--- config.mk ---
export PLATFORM = sky130hd
export DESIGN_NAME = gf_mixcol_seq
export DESIGN_NICKNAME = d
export VERILOG_FILES = /design/src/rtl/gf_mixcol_seq.sv
export SDC_FILE = /design/constraint.sdc
export NUM_CORES = 1
export LEC_CHECK = 0
export ABC_CLOCK_PERIOD_IN_PS = 1970
export CAP_MARGIN = 20
export CORE_MARGIN = 2
export CORE_UTILIZATION = 54
export DETAILED_ROUTE_END_ITERATION = 8
export GPL_TIMING_DRIVEN = 1
export PLACE_DENSITY = 0.8
export SYNTH_ARGS = -nofsm -noshare
export SYNTH_HDL_FRONTEND = slang
export SYNTH_SLANG_ARGS = --single-unit
--- constraint.sdc ---
create_clock -name clk -period 1.97 [get_ports clk]
set_input_delay 0.394 -clock clk [delete_from_list [all_inputs] [get_ports clk]]
set_output_delay 0.394 -clock clk [all_outputs]
set_load 0.03 [all_outputs]
--- src/rtl/gf_mixcol_seq.sv ---
// Sequential GF(2^W) MixColumns / InvMixColumns engine for S-AES.
// Four bit-serial MSB-first multiply-accumulators process one column per WIDTH cycles.
module gf_mixcol_seq #(
  parameter int               WIDTH = 4,
  parameter logic [WIDTH-1:0] POLY  = WIDTH'(4'h3),
  parameter int               NCOL  = 2,
  parameter logic [WIDTH-1:0] FWD_A = WIDTH'(1),
  parameter logic [WIDTH-1:0] FWD_B = WIDTH'(4),
  parameter logic [WIDTH-1:0] INV_A = WIDTH'(9),
  parameter logic [WIDTH-1:0] INV_B = WIDTH'(2)
) (
  input  logic                    clk,
  input  logic                    rst,
  input  logic                    in_valid,
  output logic                    in_ready,
  input  logic                    inv,
  input  logic [2*NCOL*WIDTH-1:0] state_in,
  output logic                    out_valid,
  input  logic                    out_ready,
  output logic [2*NCOL*WIDTH-1:0] state_out
);

  localparam int SW = 2 * NCOL * WIDTH;
  localparam int CW = (NCOL > 1) ? $clog2(NCOL) : 1;
  localparam int BW = (WIDTH > 1) ? $clog2(WIDTH) : 1;

  // Handshake: a transfer happens on a rising edge where valid and ready are both high.
  typedef enum logic [1:0] {IDLE, CALC, DONE} fsm_e;

  fsm_e                   fsm_q, fsm_d;
  logic [SW-1:0]          op_q, op_d;
  logic                   inv_q, inv_d;
  logic [CW-1:0]          col_q, col_d;
  logic [BW-1:0]          bit_q, bit_d;
  logic [3:0][WIDTH-1:0]  acc_q, acc_d;
  logic [SW-1:0]          out_q, out_d;

  logic [WIDTH-1:0]       coef_a, coef_b, s0, s1;
  logic [3:0][WIDTH-1:0]  prod;
  logic                   last_bit, last_col;

  function automatic logic [WIDTH-1:0] xtime(input logic [WIDTH-1:0] v);
    xtime = {v[WIDTH-2:0], 1'b0} ^ (v[WIDTH-1] ? POLY : '0);
  endfunction

  always_ff @(posedge clk or posedge rst) begin
    if (rst) begin
      fsm_q <= IDLE;
      op_q  <= '0;
      inv_q <= 1'b0;
      col_q <= '0;
      bit_q <= '0;
      acc_q <= '0;
      out_q <= '0;
    end else begin
      fsm_q <= fsm_d;
      op_q  <= op_d;
      inv_q <= inv_d;
      col_q <= col_d;
      bit_q <= bit_d;
      acc_q <= acc_d;
      out_q <= out_d;
    end
  end

  assign last_bit = (bit_q == '0);
  assign last_col = (col_q == CW'(NCOL - 1));

  always_comb begin
    fsm_d = fsm_q;
    unique case (fsm_q)
      IDLE:    if (in_valid) fsm_d = CALC;
      CALC:    if (last_bit && last_col) fsm_d = DONE;
      DONE:    if (out_ready) fsm_d = IDLE;
      default: fsm_d = IDLE;
    endcase
  end

  always_comb begin
    in_ready  = (fsm_q == IDLE);
    out_valid = (fsm_q == DONE);
    state_out = out_q;
  end

  // Operand select for the active column and one MAC step for all four products.
  always_comb begin
    s0 = '0;
    s1 = '0;
    for (int c = 0; c < NCOL; c++) begin
      if (col_q == CW'(c)) begin
        s0 = op_q[(NCOL-c)*2*WIDTH-1 -: WIDTH];
        s1 = op_q[(NCOL-c)*2*WIDTH-WIDTH-1 -: WIDTH];
      end
    end
    coef_a  = inv_q ? INV_A : FWD_A;
    coef_b  = inv_q ? INV_B : FWD_B;
    prod[0] = xtime(acc_q[0]) ^ (coef_a[bit_q] ? s0 : '0);
    prod[1] = xtime(acc_q[1]) ^ (coef_b[bit_q] ? s1 : '0);
    prod[2] = xtime(acc_q[2]) ^ (coef_b[bit_q] ? s0 : '0);
    prod[3] = xtime(acc_q[3]) ^ (coef_a[bit_q] ? s1 : '0);
  end

  always_comb begin
    op_d  = op_q;
    inv_d = inv_q;
    col_d = col_q;
    bit_d = bit_q;
    acc_d = acc_q;
    out_d = out_q;
    unique case (fsm_q)
      IDLE: begin
        if (in_valid) begin
          op_d  = state_in;
          inv_d = inv;
          col_d = '0;
          bit_d = BW'(WIDTH - 1);
          acc_d = '0;
        end
      end
      CALC: begin
        acc_d = prod;
        bit_d = bit_q - BW'(1);
        if (last_bit) begin
          for (int c = 0; c < NCOL; c++) begin
            if (col_q == CW'(c)) begin
              out_d[(NCOL-c)*2*WIDTH-1 -: 2*WIDTH] = {prod[0] ^ prod[1], prod[2] ^ prod[3]};
            end
          end
          acc_d = '0;
          bit_d = BW'(WIDTH - 1);
          if (!last_col) col_d = col_q + CW'(1);
        end
      end
      default: ;
    endcase
  end

endmodule

==> metrics list <==
* Measured slew at the worst slew-check pin: around 0.64 ns
- The die covers 5360 µm².
* Critical Path AT: approximately 2.0 ns
- Path type of the worst setup path: flip-flop to flip-flop
* Total detailed-routing wirelength: between 4000 and 5000 µm
- Of all nets on the critical path, the largest fanout is 9.
* Final worst-path cycle share: 0.911
- Wire length of the first global-routing pass: between 8000 and 9000 µm
* Multi-input logic area: 1160 µm²
- Worst-skew pair later-pin latency: ~0.30 ns
* Origin of the worst setup path: col_q$_DFFE_PP0P_
- Measured in cells, the most critical reg-to-reg path has a length of 5.
- Proportion of synthesized chip area in sequential cells: 0.522
* Antenna violations before repair: 0
- STA classifies the critical path startpoint as a flip-flop.
* FF+latch count, synth: 54
- FILL cells: between 300 and 400
- The worst path needs between 1.5 and 2 ns of the cycle, external delays included.
- The floorplan step defined a core boundary enclosing 4660 µm².
- In the final routed layout, each cell accounts on average for about 14 µm.
- For this design the static power due to leakage is approximately 1.4 nW.
- Max-cap violations in this run came to 0.
- Yosys cell types: 39
* Total number of placement rows: 25
- Total via count in the routed design: 1742
* Nets@finish: between 200 and 300
- Clk pin slew, worst setup/hold paths: 0.09 ns
- Post-synth EDFFs: 0
- IO Pins: 39
* Flop2flop setup slack: between 0.15 and 0.2 ns
- Synthesis produced between 200 and 250 cells.
- End of the worst register-to-register path: state_out[9]$_DFFE_PP0P_
* Drt pass-1 iters: 4
* Area growth from synthesis to final layout: 21.7%
* Util after Layout: 0.675
- Buffer levels on the longest clock path: 2
- Inserted Clock Buffers: 5
- For this run, the leading register cell type out of synthesis is dfrtp_1.
- Final worst clock skew: 0.00908 ns
- Power consumption: slightly below 0.006 W
- Vias in the first global route: 1717
- From left edge to right edge, the die measures around 73 µm.
* FF-to-FF Start: col_q$_DFFE_PP0P_
* Number of sinks driven by the clock tree: 54
- Post-synthesis net count: between 200 and 300
* Async set-or-reset flop fraction in the synthesized netlist: 1.00
- During placement, the flow inserted port buffers numbering 38.
- The tree is rooted in a clkbuf_8.
- Post-synth design cell area: 2590 µm²
- Total gr overflow: 0
- Via density: 5.36
* RSZ-0062 raised after global routing: false
- Data on the critical path is required at its endpoint by ~2.2 ns.
* Relative max-transition margin: 0.575
- Worst ir drop on vdd: 0.832 mV
- Layout cell share with drive strength beyond 1: 0.203
- At the end of routability-driven placement, the weighted congestion stood at approximately 0.8.
- The run finished with clean final reports.
- Maximum number of pins on one net before global-route repair: 55
- Slew Limit Fails: 0
- The initial utilization of the core area, before any placement, comes to 0.555.
* Syn Area/Cell: around 11 µm²
- Power per Cell Area: approximately 1800 nW/µm²
* DPL Wire Length: between 3000 and 4000 µm
- Buffers added to address setup during post-CTS repair amount to 0.
- Achievable clock frequency: 557 MHz
* Overall routing resource usage: 0.199
* Number of gates given a new drive strength after cts: 0
- Hold buffers post-CTS: 0
- 0 antenna diodes ended up in the layout.
- After routing, the total negative slack on setup checks comes to 0 ns.
- Die boundary height: between 70 and 80 µm
- Number of failing setup endpoints in the final timing report: 0
- Number of nets still failing antenna checks after routing: 0
* Class of the tightest hold or removal check: primary input to asynchronous set/reset pin
- Cell area after placement: around 3000 µm²
- Summed area of non-filler cells in the final layout: 3150 µm²
- Type of element capturing the critical path: flip-flop
- Total number of yosys warnings: 0
- After detailed routing, the number of remaining DRC violations is 0.
- The H-tree was split into 2 levels.
- Starting DRT DRC Count: 80
* Area of all sequential standard cells: roughly 1400 µm²
- The total count of hold-check failures in the final report is 0.
- Clock tree from TritonCTS: yes
[flip-flops by register name, summed over array words and instances, names as in the netlist]
register / flops
acc_q: 16
op_q: 16
state_out: 16
bit_q: 2
fsm_q: 2
col_q: 1
inv_q: 1
[per-layer routing]
| metal | part of all wire | up-vias | global-route usage |
|---|---|---|---|
| li1 | - | 858 | - |
| met5 | 0 | - | 0 |
| met2 | 0.47 | 44 | 0.316 |
| met1 | 0.47 | 833 | 0.280 |
| met3 | 0.043 | 7 | 0.0428 |
| met4 | 0.010 | 0 | 0.0494 |
[how the worst max path moves through the flow]
stage                                           end  slack (ns)  cells past startpoint
after global routing       state_out[9]$_DFFE_PP0P_       0.003                      5
after floorplan                acc_q[0]$_DFFE_PP0P_        0.26                      1
after detailed placement  state_out[15]$_DFFE_PP0P_        0.15                      5
after global placement    state_out[15]$_DFFE_PP0P_        0.19                      5
final                      state_out[9]$_DFFE_PP0P_        0.17                      5
after CTS                                 out_valid       0.005                      3
[logic make-up after synthesis]
kind of cell    share of synthesized area
simple gates                       0.0885
mux                                 0.109
compound gates                      0.134
xor+xnor                            0.113
buf+inv                            0.0280
fa+ha+maj                         0.00483
flops                               0.522
[power by group]
group          internal [W]  leakage (nW)  switching (W)
Clock              0.000244        0.0373       0.000338
Sequential          0.00161         0.663       0.000360
Combinational       0.00154         0.653        0.00172
Total               0.00340          1.35        0.00242
[cell usage in the layout (no fill, tap or decap), types with 2 or more instances in the layout]
cell type | netlist | routed
a21boi_2 | 2 | 2
a21oi_1 | 10 | 10
a21oi_2 | 3 | 3
a22o_1 | 2 | 2
a22oi_2 | 2 | 2
buf_12 | 0 | 2
buf_4 | 0 | 6
clkbuf_8 | 0 | 5
clkdlybuf4s50_1 | 0 | 36
dfrtp_1 | 54 | 54
dlymetal6s2s_1 | 0 | 2
inv_1 | 4 | 3
mux2_2 | 21 | 21
mux2i_1 | 3 | 3
nand2_1 | 29 | 29
nor2_1 | 12 | 12
o21ai_0 | 4 | 4
o21ai_1 | 22 | 22
o21ba_2 | 2 | 2
xnor2_1 | 18 | 18
xnor2_2 | 4 | 4
xor2_1 | 8 | 8
[final cells by class]
class                           instances  area share
Inverter                                4     0.00477
Sequential cell                        54       0.429
Clock buffer                            6      0.0231
Multi-Input combinational cell        160       0.370
Tap cell                               54      0.0215
Clock inverter                          1     0.00238
Timing Repair Buffer                   46       0.149
[cell usage after synthesis (all sizes together), types with 2 or more instances]
library cell  number  area (µm²)
xor2               8        70.1
o21ai             27         139
a22o               2        17.5
xnor2             22         223
dfrtp             54        1350
a21oi             13        76.3
nor2              13        51.3
o21ba              2        20.0
buf                7        46.3
mux2i              3        30.0
inv                4        15.0
clkbuf             3        11.3
a21boi             3        41.3
nand2             29         109
a22oi              3        32.5
mux2              22         251
[metrics by stage]
step                hold slack (ns)  std cells  setup WS, ns
floorplan                     0.469        228         0.261
global placement              0.466        318         0.191
detailed placement            0.475        318         0.152
CTS                           0.461        325       0.00463
global route                  0.473        325       0.00319
finish                        0.452        325         0.175
[worst max-delay path, stage by stage, from the launching register on]
cell and delay (ns):
dfrtp_1 0.59, mux2_2 0.40, a21boi_2 0.16, xnor2_1 0.25
xnor2_1 0.18, a21oi_1 0.09
No activity file was read; power rests on OpenSTA's default activity.
